**config.mk**
```make
export PLATFORM = sky130hd
export DESIGN_NAME = ifft2d_inv_flat
export DESIGN_NICKNAME = d
export VERILOG_FILES = /design/src/rtl/ifft2d_inv_pkg.sv /design/src/rtl/ifft2d_inv_if.sv /design/src/rtl/ifft2d_inv_idft8_row.sv /design/src/rtl/ifft2d_inv.sv /design/src/flat_wrapper.sv
export SDC_FILE = /design/constraint.sdc
export NUM_CORES = 2
export LEC_CHECK = 0
export ABC_CLOCK_PERIOD_IN_PS = 27100
export BUFFER_PORTS_ARGS = -buffer_cell sky130_fd_sc_hd__buf_2
export CAP_MARGIN = 40
export CORE_MARGIN = 8
export CORE_UTILIZATION = 57
export DETAILED_ROUTE_END_ITERATION = 16
export PLACE_DENSITY_LB_ADDON = 0.2
export SYNTH_ARGS = -nofsm -noshare
export SYNTH_HDL_FRONTEND = slang
export SYNTH_HIERARCHICAL = 1
export SYNTH_SLANG_ARGS = --single-unit
```
**constraint.sdc**
```tcl
create_clock -name clk -period 27.1 [get_ports clk]
set_input_delay 5.42 -clock clk [delete_from_list [all_inputs] [get_ports clk]]
set_output_delay 5.42 -clock clk [all_outputs]
set_load 0.05 [all_outputs]
```
**src/rtl/ifft2d_inv_pkg.sv**
```systemverilog
// Shared types and helpers for the inverse 2D transform (8 columns x 2 rows).
// Word width and column count live here; every other file sizes itself from them.
package ifft2d_inv_pkg;

  localparam int unsigned DATALEN = 16;
  localparam int unsigned FFTCHNL = 8;
  // Headroom for a butterfly operand plus a twiddled term before halving.
  localparam int unsigned WIDE_W  = DATALEN + 2;

  typedef logic signed [DATALEN-1:0] word_t;
  typedef logic signed [WIDE_W-1:0]  wide_t;

  // Real part sits in the lower word so bus word 2k = re, 2k+1 = im.
  typedef struct packed {
    word_t im;
    word_t re;
  } cplx_t;

  typedef cplx_t [FFTCHNL-1:0]   row_t;   // one output beat, sample k at index k
  typedef cplx_t [2*FFTCHNL-1:0] tile_t;  // index 2c = X[0][c], 2c+1 = X[1][c]

  typedef enum logic [0:0] {
    ST_IDLE = 1'b0,
    ST_ROW1 = 1'b1
  } ser_state_e;

  // Bit-reversed input order for the 8-point DIT core.
  localparam logic [2:0] BITREV8 [8] = '{3'd0, 3'd4, 3'd2, 3'd6, 3'd1, 3'd5, 3'd3, 3'd7};

  // round(2^(dlen-1)/sqrt(2)) = round(sqrt(2^(2*dlen-3))), integer-only.
  function automatic int unsigned c_inv_sqrt2(input int unsigned dlen);
    longint unsigned n;
    longint unsigned r;
    longint unsigned t;
    n = 64'd1 << (2 * dlen - 3);
    r = 64'd0;
    for (int b = 31; b >= 0; b--) begin
      t = r | (64'd1 << b);
      if (t * t <= n) r = t;
    end
    // (r + 0.5)^2 = r^2 + r + 0.25, so round up when the remainder exceeds r.
    if ((n - r * r) > r) r = r + 64'd1;
    return 32'(r);
  endfunction

  localparam int unsigned C_INV_SQRT2 = c_inv_sqrt2(DATALEN);

  function automatic cplx_t cplx_pack(input word_t re, input word_t im);
    cplx_t c;
    c.re = re;
    c.im = im;
    return c;
  endfunction

  function automatic wide_t widen(input word_t w);
    return WIDE_W'(w);
  endfunction

  // (a +/- b) >>> 1 with floor, truncated back to one word.
  function automatic word_t half_sum(input wide_t a, input wide_t b, input logic sub);
    wide_t s;
    s = sub ? (a - b) : (a + b);
    return DATALEN'(s >>> 1);
  endfunction

  // One butterfly leg: (p +/- t) / 2 where t is an already-twiddled operand.
  function automatic cplx_t bfly(input cplx_t p, input wide_t tr, input wide_t ti,
                                 input logic sub);
    return cplx_pack(half_sum(widen(p.re), tr, sub), half_sum(widen(p.im), ti, sub));
  endfunction

endpackage

```
**src/rtl/ifft2d_inv_if.sv**
```systemverilog
// Tile-in / row-out bus of the inverse 2D transform.
//   invalid/indata/inready : one 16-bin tile per accepted beat
//   outvalid/outlast/outdata: one 8-sample row per beat, outlast on row 1
//   overflow                : sticky, a tile was offered while not ready
interface ifft2d_inv_if;
  import ifft2d_inv_pkg::*;

  logic  invalid;
  tile_t indata;
  logic  inready;
  logic  outvalid;
  logic  outlast;
  row_t  outdata;
  logic  overflow;

  modport master (
    output invalid, indata,
    input  inready, outvalid, outlast, outdata, overflow
  );

  modport slave (
    input  invalid, indata,
    output inready, outvalid, outlast, outdata, overflow
  );

endinterface

```
**src/rtl/ifft2d_inv_idft8_row.sv**
```systemverilog
// 8-point radix-2 DIT inverse DFT, three registered stages, 1/8 overall scale.
//   clk, rstn            : clock, async active-low reset (clears valid pipeline and output)
//   in_valid/in_last     : row presented this cycle, in_last tags the row-1 beat
//   in_data              : natural-order frequency row
//   out_valid/out_last   : registered, three cycles after input
//   out_data             : natural-order spatial row
module idft8_row
  import ifft2d_inv_pkg::*;
(
  input  logic clk,
  input  logic rstn,
  input  logic in_valid,
  input  logic in_last,
  input  row_t in_data,
  output logic out_valid,
  output logic out_last,
  output row_t out_data
);

  localparam word_t C_W = DATALEN'(C_INV_SQRT2);

  // x * 1/sqrt(2): full-width product, floor shift back to word scale.
  function automatic wide_t mul_c(input word_t x);
    logic signed [2*DATALEN-1:0] p;
    p = (2*DATALEN)'(x) * (2*DATALEN)'(C_W);
    return WIDE_W'(p >>> (DATALEN-1));
  endfunction

  row_t       s1_d, s1_q;
  row_t       s2_d, s2_q;
  row_t       s3_d, s3_q;
  logic [2:0] vld_d, vld_q;
  logic [2:0] last_d, last_q;

  // Stage 1: span-1 butterflies on bit-reversed inputs, unity twiddle.
  always_comb begin : stage1
    cplx_t p;
    cplx_t q;
    p    = '0;
    q    = '0;
    s1_d = '0;
    for (int m = 0; m < 4; m++) begin
      p = in_data[BITREV8[2*m]];
      q = in_data[BITREV8[2*m+1]];
      s1_d[2*m]   = bfly(p, widen(q.re), widen(q.im), 1'b0);
      s1_d[2*m+1] = bfly(p, widen(q.re), widen(q.im), 1'b1);
    end
  end

  // Stage 2: span-2 butterflies, twiddles 1 and +j.
  always_comb begin : stage2
    wide_t tr;
    wide_t ti;
    tr   = '0;
    ti   = '0;
    s2_d = '0;
    for (int g = 0; g < 8; g += 4) begin
      for (int j = 0; j < 2; j++) begin
        if (j == 0) begin
          tr = widen(s1_q[g+j+2].re);
          ti = widen(s1_q[g+j+2].im);
        end else begin
          tr = -widen(s1_q[g+j+2].im);
          ti = widen(s1_q[g+j+2].re);
        end
        s2_d[g+j]   = bfly(s1_q[g+j], tr, ti, 1'b0);
        s2_d[g+j+2] = bfly(s1_q[g+j], tr, ti, 1'b1);
      end
    end
  end

  // Stage 3: span-4 butterflies, twiddles e^{+j*pi*k/4}, k = 0..3.
  always_comb begin : stage3
    cplx_t q;
    wide_t cr;
    wide_t ci;
    wide_t tr;
    wide_t ti;
    q    = '0;
    cr   = '0;
    ci   = '0;
    tr   = '0;
    ti   = '0;
    s3_d = '0;
    for (int j = 0; j < 4; j++) begin
      q  = s2_q[j+4];
      cr = mul_c(q.re);
      ci = mul_c(q.im);
      case (j)
        0: begin
          tr = widen(q.re);
          ti = widen(q.im);
        end
        1: begin
          tr = cr - ci;
          ti = cr + ci;
        end
        2: begin
          tr = -widen(q.im);
          ti = widen(q.re);
        end
        default: begin
          tr = -cr - ci;
          ti = cr - ci;
        end
      endcase
      s3_d[j]   = bfly(s2_q[j], tr, ti, 1'b0);
      s3_d[j+4] = bfly(s2_q[j], tr, ti, 1'b1);
    end
  end

  always_comb begin : ctl_pipe
    vld_d  = {vld_q[1:0], in_valid};
    last_d = {last_q[1:0], in_last & in_valid};
  end

  always_ff @(posedge clk or negedge rstn) begin : ctl_regs
    if (!rstn) begin
      vld_q  <= '0;
      last_q <= '0;
      s3_q   <= '0;
    end else begin
      vld_q  <= vld_d;
      last_q <= last_d;
      s3_q   <= s3_d;
    end
  end

  // Inner data stages carry no reset; only the valid bits qualify them.
  always_ff @(posedge clk) begin : data_regs
    s1_q <= s1_d;
    s2_q <= s2_d;
  end

  assign out_valid = vld_q[2];
  assign out_last  = last_q[2];
  assign out_data  = s3_q;

endmodule

```
**src/rtl/ifft2d_inv.sv**
```systemverilog
// Inverse 2D transform for 8x2 tiles: column 2-point inverse butterflies,
// row serializer, and the 8-point inverse row core. Output scale is 1/16.
//   clk, rstn : clock, async active-low reset
//   bus       : slave side of ifft2d_inv_if (tile in, rows out, sticky overflow)
module ifft2d_inv
  import ifft2d_inv_pkg::*;
(
  input logic         clk,
  input logic         rstn,
  ifft2d_inv_if.slave bus
);

  ser_state_e state_d, state_q;
  logic       inready_d, inready_q;
  logic       overflow_d, overflow_q;
  logic       row1_pend_d, row1_pend_q;
  row_t       row0_d, row0_q;
  row_t       row1_d, row1_q;

  logic       accept_c;
  row_t       col_s_c;
  row_t       col_d_c;
  logic       core_vld_c;
  logic       core_last_c;
  row_t       core_data_c;

  logic       row_vld;
  logic       row_last;
  row_t       row_data;

  assign accept_c = bus.invalid & inready_q;

  // Column stage: s = (a+b)/2 feeds row 0, d = (a-b)/2 feeds row 1.
  always_comb begin : col_bfly
    col_s_c = '0;
    col_d_c = '0;
    for (int c = 0; c < FFTCHNL; c++) begin
      col_s_c[c] = bfly(bus.indata[2*c], widen(bus.indata[2*c+1].re),
                        widen(bus.indata[2*c+1].im), 1'b0);
      col_d_c[c] = bfly(bus.indata[2*c], widen(bus.indata[2*c+1].re),
                        widen(bus.indata[2*c+1].im), 1'b1);
    end
    row0_d = accept_c ? col_s_c : row0_q;
    row1_d = accept_c ? col_d_c : row1_q;
  end

  // Serializer: one cycle of ROW1 after each accept blocks the next tile.
  always_comb begin : ser_fsm
    state_d = state_q;
    case (state_q)
      ST_IDLE: if (accept_c) state_d = ST_ROW1;
      ST_ROW1: state_d = ST_IDLE;
      default: state_d = ST_IDLE;
    endcase
    inready_d   = (state_d == ST_IDLE);
    row1_pend_d = (state_q == ST_ROW1);
    overflow_d  = overflow_q | (bus.invalid & ~inready_q);
  end

  // Row 0 enters the core the cycle after accept, the held row 1 one cycle later.
  always_comb begin : core_feed
    core_vld_c  = (state_q == ST_ROW1) | row1_pend_q;
    core_last_c = row1_pend_q;
    core_data_c = (state_q == ST_ROW1) ? row0_q : row1_q;
  end

  always_ff @(posedge clk or negedge rstn) begin : ctl_regs
    if (!rstn) begin
      state_q     <= ST_IDLE;
      inready_q   <= 1'b1;
      overflow_q  <= 1'b0;
      row1_pend_q <= 1'b0;
    end else begin
      state_q     <= state_d;
      inready_q   <= inready_d;
      overflow_q  <= overflow_d;
      row1_pend_q <= row1_pend_d;
    end
  end

  always_ff @(posedge clk) begin : data_regs
    row0_q <= row0_d;
    row1_q <= row1_d;
  end

  idft8_row u_row (
    .clk       (clk),
    .rstn      (rstn),
    .in_valid  (core_vld_c),
    .in_last   (core_last_c),
    .in_data   (core_data_c),
    .out_valid (row_vld),
    .out_last  (row_last),
    .out_data  (row_data)
  );

  assign bus.inready  = inready_q;
  assign bus.overflow = overflow_q;
  assign bus.outvalid = row_vld;
  assign bus.outlast  = row_last;
  assign bus.outdata  = row_data;

endmodule
```
**src/flat_wrapper.sv**
```systemverilog
// flat-port wrapper written by rule: the top's interface ports become plain ports
module ifft2d_inv_flat import ifft2d_inv_pkg::*;
  (clk, rstn, bus_invalid, bus_indata, bus_inready, bus_outvalid, bus_outlast, bus_outdata, bus_overflow);
  ifft2d_inv_if bus_i ();
  input logic clk;
  input logic rstn;
  input wire logic [$bits(bus_i.invalid)-1:0] bus_invalid;
  input wire logic [$bits(bus_i.indata)-1:0] bus_indata;
  output wire logic [$bits(bus_i.inready)-1:0] bus_inready;
  output wire logic [$bits(bus_i.outvalid)-1:0] bus_outvalid;
  output wire logic [$bits(bus_i.outlast)-1:0] bus_outlast;
  output wire logic [$bits(bus_i.outdata)-1:0] bus_outdata;
  output wire logic [$bits(bus_i.overflow)-1:0] bus_overflow;
  assign bus_i.invalid = bus_invalid;
  assign bus_i.indata = bus_indata;
  assign bus_inready = bus_i.inready;
  assign bus_outvalid = bus_i.outvalid;
  assign bus_outlast = bus_i.outlast;
  assign bus_outdata = bus_i.outdata;
  assign bus_overflow = bus_i.overflow;
  ifft2d_inv u_core (.clk(clk), .rstn(rstn), .bus(bus_i));
endmodule
```
After elaboration in Yosys (flattened, before gate mapping)
Cells that the tools add are included.
{"block": "classes", "n_shift": 0, "div": 0, "eq_ne": 0, "reduce_logical": 0, "order_cmp": 0, "bitwise": 8, "add_sub_neg": 88, "multipliers": 4, "n_mux": 3}
{"operator": "$add A16 B16 Y17", "n": 33}
{"operator": "$sub A16 B16 Y17", "n": 33}
{"operator": "$mux W256", "n": 1}
{"operator": "$mul A16 B15 Y31 const B", "n": 4}
{"operator": "$add A16 B17 Y17", "n": 7}
{"operator": "$sub A16 B17 Y17", "n": 7}
{"operator": "$neg A16 Y17", "n": 3}
{"operator": "$sub A17 B17 Y17", "n": 3}
{"operator": "$add A17 B17 Y17", "n": 1}
{"operator": "$neg A17 Y17", "n": 1}
{"operator": "$and A1 B1 Y1", "n": 3}
{"operator": "$not A1 Y1", "n": 3}
{"operator": "$or A1 B1 Y1", "n": 2}
{"operator": "$pmux W1 S2", "n": 1}
{"operator": "$mux W1", "n": 1}
{"block": "word_totals", "in_bits": 515, "latch_bits": 0, "register_bits": 1290, "mem_bits_ro": 0, "n_memories": 0, "out_inout_bits": 260, "ramBits": 0, "elab_cells": 189}

Longest topological paths before layout
{"block": "logic_depth", "ltp_word": 4, "ltp_mapped": 39}

Modules after synthesis
Netlist, hierarchy kept.
{"mod": "idft8_row", "cells_each": 7057, "instances": 1, "area_per_inst_um2": 65574.1}
{"mod": "ifft2d_inv", "cells_each": 4349, "instances": 1, "area_per_inst_um2": 42386.9}

Worst setup path before layout
No wires, ideal clock.
{"block": "synth_timing", "path_kind": "input -> register", "startpoint": "input bus_invalid", "endpoint": "register u_core/row0_q[0] (netlist name), enable pin", "cell_stages": 1, "setup_slack_ns": 9.231, "t_required_ns": 26.158, "arrival_time_ns": 16.928, "setup_ns": 0.942, "cell_sequence": "and2_1"}
{"block": "synth_between", "elab_chain_cells": 1}
{"element": "start: declaration", "line": "flat_wrapper.sv:7", "text": "input wire logic [$bits(bus_i.invalid)-1:0] bus_invalid;"}
{"element": "$and A1 B1 Y1", "line": "ifft2d_inv.sv:31", "text": "assign accept_c = bus.invalid & inready_q;"}
{"element": "end signal: assignment", "line": "ifft2d_inv.sv:82", "text": "row0_q <= row0_d;"}
{"element": "end: declaration", "line": "ifft2d_inv.sv:17", "text": "row_t row0_d, row0_q;"}
No other way between the ends.
A chain may end at the register's enable or synchronous reset.

==> results by stage <==
Global route:
- Entering global routing, the biggest net connects 160 pins.
- The via count of the first global-routing pass came to 82,300.
- Across every metal layer, demand over resource in global routing totals 0.286.
- The first global-routing pass estimated 461,000 um of wire.
- The initial antenna violation count is 19.
- The total congestion overflow after global routing is 0.

Placed design:
- The number of placed instances, taps included, is 14,400.
- The number of buffer cells added on primary ports is approximately 770.
- Detailed placement ended at an HPWL of 255,000 um.
- At the end of routability-driven placement, the weighted congestion stood at 0.983.

STA:
- In the final timing run, aggregate negative setup slack is 0 ns.
- On the final layout, the worst clock skew is between 0.03 and 0.04 ns.
- The post-route clock period utilization is 0.339.
- The final setup violation count is 0.
- Headroom to the max-slew limit came out at 0.358.
- Setup repair after global routing left no endpoint under its margin.
- The highest clock frequency the design can meet is 0.109 GHz.
- The hold violation total from the final report is 0.
- Subtracting the final worst setup slack from the clock period gives 9.19 ns.
- The number of pins with negative max-slew slack in the final report was 0.
- For the pin with the worst max-slew slack, the measured transition is 0.963 ns.

Synth:
- Among all flip-flop cells after synthesis, the most frequent one is sky130_fd_sc_hd__edfxtp_1.
- The post-synthesis cell type count is 112.
- Of the total synthesized cell area, the portion taken by AND, OR, NAND and NOR gates is 0.0951.
- The synthesized area per cell is 9.47 um^2.
- The synthesized netlist occupies a cell area of 0.108 mm^2.
- Of the total synthesized cell area, the portion taken by XOR and XNOR cells is 0.0958.
- The number of nets in the synthesized netlist is 14,000.
- Of the total synthesized cell area, the portion taken by full adders, half adders and majority gates is 0.263.
- Of the synthesized area, sequential elements account for 0.299.
- The multiplexer fraction of the synthesized cell area is 0.0277.
- The count of flip-flops with a built-in enable after synthesis is 512.
- The share of async-settable or async-resettable flops after synthesis is 0.206.
- In this run, synthesis produced a sequential element count of 1,290.
- The combinational family with the most area after synthesis is adder cells.
- The fraction of the mapped netlist area in compound gates is 0.149.
- The Yosys step of the flow raised 6 warnings.
- Synthesis produced a netlist whose cell count is 11,400.

Finish:
- Summing all flip-flop and latch instances after layout gives 0.0323 mm^2.
- At the end of the flow the core is filled with cells to 0.634.
- Summing all multi-input logic gate instances after layout gives 0.0681 mm^2.
- The area growth from synthesis to layout is 10.4%.
- In the final layout, the share of cells above drive strength 1 is 0.114.
- After the last flow step, the layout net total stands at about 15,000.
- The library cell used most frequently in the layout, excluding fill and tap cells, is sky130_fd_sc_hd__ha_1.
- The final non-filler cell total is 14,700.
- In the layout the commonest cells are sky130_fd_sc_hd__ha_1 (1,762), sky130_fd_sc_hd__inv_1 (1,709), sky130_fd_sc_hd__xnor2_1 (909).
- The total of fill cells in the finished design is 15,700.

Clocking:
- The number of buffers inserted for hold repair after clock tree synthesis is 0.
- The TritonCTS clock tree is done.
- Buffers inserted during clock tree synthesis total 146.
- The clock passes through at most 3 buffers.
- After clock tree synthesis, the repair step resized 0 gates.
- The clock drives 1,290 sinks.
- The root cell of the clock tree is sky130_fd_sc_hd__clkbuf_16.
- After clock tree synthesis, the clock-pin slew on the worst setup and hold paths is 0.06 ns.
- The later pin in the worst-skew pair is clocked with a latency of 0.82 ns.
- The number of H-tree branching levels is 4.
- The number of setup buffers added after CTS is 0.

Route:
- After detailed routing, the average wire length per cell comes to 20.6 um.
- The number of detailed-route iterations in the first pass is 8.
- Using the TritonRoute via totals, the vias-per-cell ratio works out to 5.59.
- The iteration-0 DRC count of the detailed router is between 5,000 and 6,000.
- The count of unresolved DRC violations after routing is 0.
- Once detail routing completed, the nets flagged for antenna violations numbered 0.
- After detailed routing, the total wire length is 302,000 um.
- The total vias in the final route is roughly 82,000.

Floorplan:
- For this configuration, the core starts out at a cell density of 0.574.
- The floorplan die width is 451 um.
- In this run the standard cell core region covers 0.188 mm^2.
- The floorplan step defined a die boundary enclosing 0.204 mm^2.
- The floorplan has 159 rows.
- between 700 and 800 I/O pins were placed.
- The vertical extent of the die is 451 um.

Worst setup path:
- In this run the worst setup path terminates at u_core/u_row/out_data[239]$_DFF_PN0_.
- The maximum fanout along the worst path is 6.
- For the worst flop-to-flop path, the logic depth is 35.
- The critical path launch point type is a register.
- The slowest stage of the critical path is the sky130_fd_sc_hd__o41ai_1 cell.
- The delay of the slowest critical-path stage is 0.59 ns.
- In this run the worst setup path begins at u_core/u_row/s2_q[248]$_DFF_P_.
- In this run the critical register-to-register path is captured at u_core/u_row/out_data[239]$_DFF_PN0_.
- The worst reg2reg path startpoint is u_core/u_row/s2_q[248]$_DFF_P_.
- Data on the critical path arrives at its endpoint at just under 10 ns.
- Setup slack on the worst reg-to-reg path comes out at 17.91 ns.
- The most frequent cell on the critical path is sky130_fd_sc_hd__ha_1.
- The worst setup path is captured at a register.
- The critical path is of the reg -> reg type.
- For the worst setup path, the data required time is 27.76 ns.

Flow run:
- The max-capacitance violation count is 0.

Run status:
- The flow ran to the end, and the final reports show no timing, DRC or antenna violations.

Min path:
- The worst hold path belongs to the class reg -> reg.
==> synthesized netlist by cell type, drive strengths merged, types with 128 or more instances <==
cell type / count / area [um^2]
a21o: 142 / 1070
a21oi: 909 / 4570
clkbuf: 248 / 932
dfrtp: 265 / 6630
dfxtp: 512 / 10200
edfxtp: 512 / 15400
fa: 318 / 6370
ha: 1762 / 22000
inv: 1710 / 6420
mux2: 257 / 2890
nand2: 286 / 1070
nand3: 128 / 641
nor2: 724 / 2720
nor2b: 173 / 1080
nor3: 257 / 1290
o21ai: 391 / 1960
o21bai: 316 / 2380
xnor2: 910 / 7980
xor2: 267 / 2350
==> cells by family (layout without fill, tap and decap cells) <==
| group | count (synthesis) | in the layout |
|---|---|---|
| adders and majority gates | 2080 | 2080 |
| DFF | 1290 | 1290 |
| AOI/OAI and AO/OA | 2494 | 2494 |
| and+or+nand+nor | 2089 | 2089 |
| muxes | 267 | 267 |
| xor gates and xnor gates | 1178 | 1178 |
| buffers and inverters | 2008 | 2787 |
| other | 0 | 10 |
==> flip-flops by register name, indices dropped and copies added (netlist names) <==
register,cells
u_core/u_row/out_data,256
u_core/u_row/vld_q,3
u_core/u_row/last_q,3
u_core/row1_q,256
u_core/core_last_c,1
u_core/row0_q,256
u_core/row1_pend_d,1
u_core/u_row/s1_q,256
u_core/bus.inready,1
u_core/bus.overflow,1
u_core/u_row/s2_q,256
==> metrics by stage <==
stage	hold slack [ns]	setup WS [ns]	cell area [um^2]
after global routing	0.357	17.32	119000
after global placement	0.332	18.18	114000
after detailed placement	0.337	18.04	114000
after floorplan	0.331	9.23	108000
after CTS	0.350	17.98	119000
final	0.349	17.91	119000
==> worst min path at each step <==
stage,from,endpoint,depth (start not counted)
2_1_floorplan,u_core/u_row/last_q[0]$_DFF_PN0_,u_core/u_row/last_q[1]$_DFF_PN0_,0
3_3_place_gp,u_core/u_row/last_q[0]$_DFF_PN0_,u_core/u_row/last_q[1]$_DFF_PN0_,0
3_5_place_dp,u_core/u_row/vld_q[0]$_DFF_PN0_,u_core/u_row/vld_q[1]$_DFF_PN0_,0
4_1_cts,u_core/u_row/vld_q[0]$_DFF_PN0_,u_core/u_row/vld_q[1]$_DFF_PN0_,0
5_1_grt,u_core/u_row/vld_q[0]$_DFF_PN0_,u_core/u_row/vld_q[1]$_DFF_PN0_,0
6_report,u_core/u_row/last_q[1]$_DFF_PN0_,u_core/u_row/last_q[2]$_DFF_PN0_,0
==> critical path: cells and delay by family (launching register included) <==
family	cells	cell delay [ns]
simple gates	6	0.77
buf+inv	4	0.28
fa+ha+maj	10	3.82
xor+xnor	3	1.05
compound gates	12	2.64
flops	1	0.49
==> area by class of cell <==
| class | instances | area share |
|---|---|---|
| Multi-Input combinational cell | 8108 | 0.571 |
| Sequential cell | 1290 | 0.271 |
| Inverter | 1718 | 0.0541 |
| Clock buffer | 206 | 0.0365 |
| Timing Repair Buffer | 798 | 0.0349 |
| Tap cell | 2495 | 0.0262 |
| Clock inverter | 65 | 0.00593 |
| Antenna cell | 10 | 0.000210 |
==> per-layer routing <==
| layer | part of all wire | global-route usage | wire length (um) |
|---|---|---|---|
| met1 | 0.44 | 0.377 | 133000 |
| met2 | 0.46 | 0.472 | 138000 |
| met3 | 0.048 | 0.0313 | 14400 |
| met4 | 0.055 | 0.134 | 16600 |
| met5 | 0 | 0 | 0 |
Power is left out: the tool's default activity adds up to more than one toggle a clock period on the data nets, which glitch-free logic cannot reach.
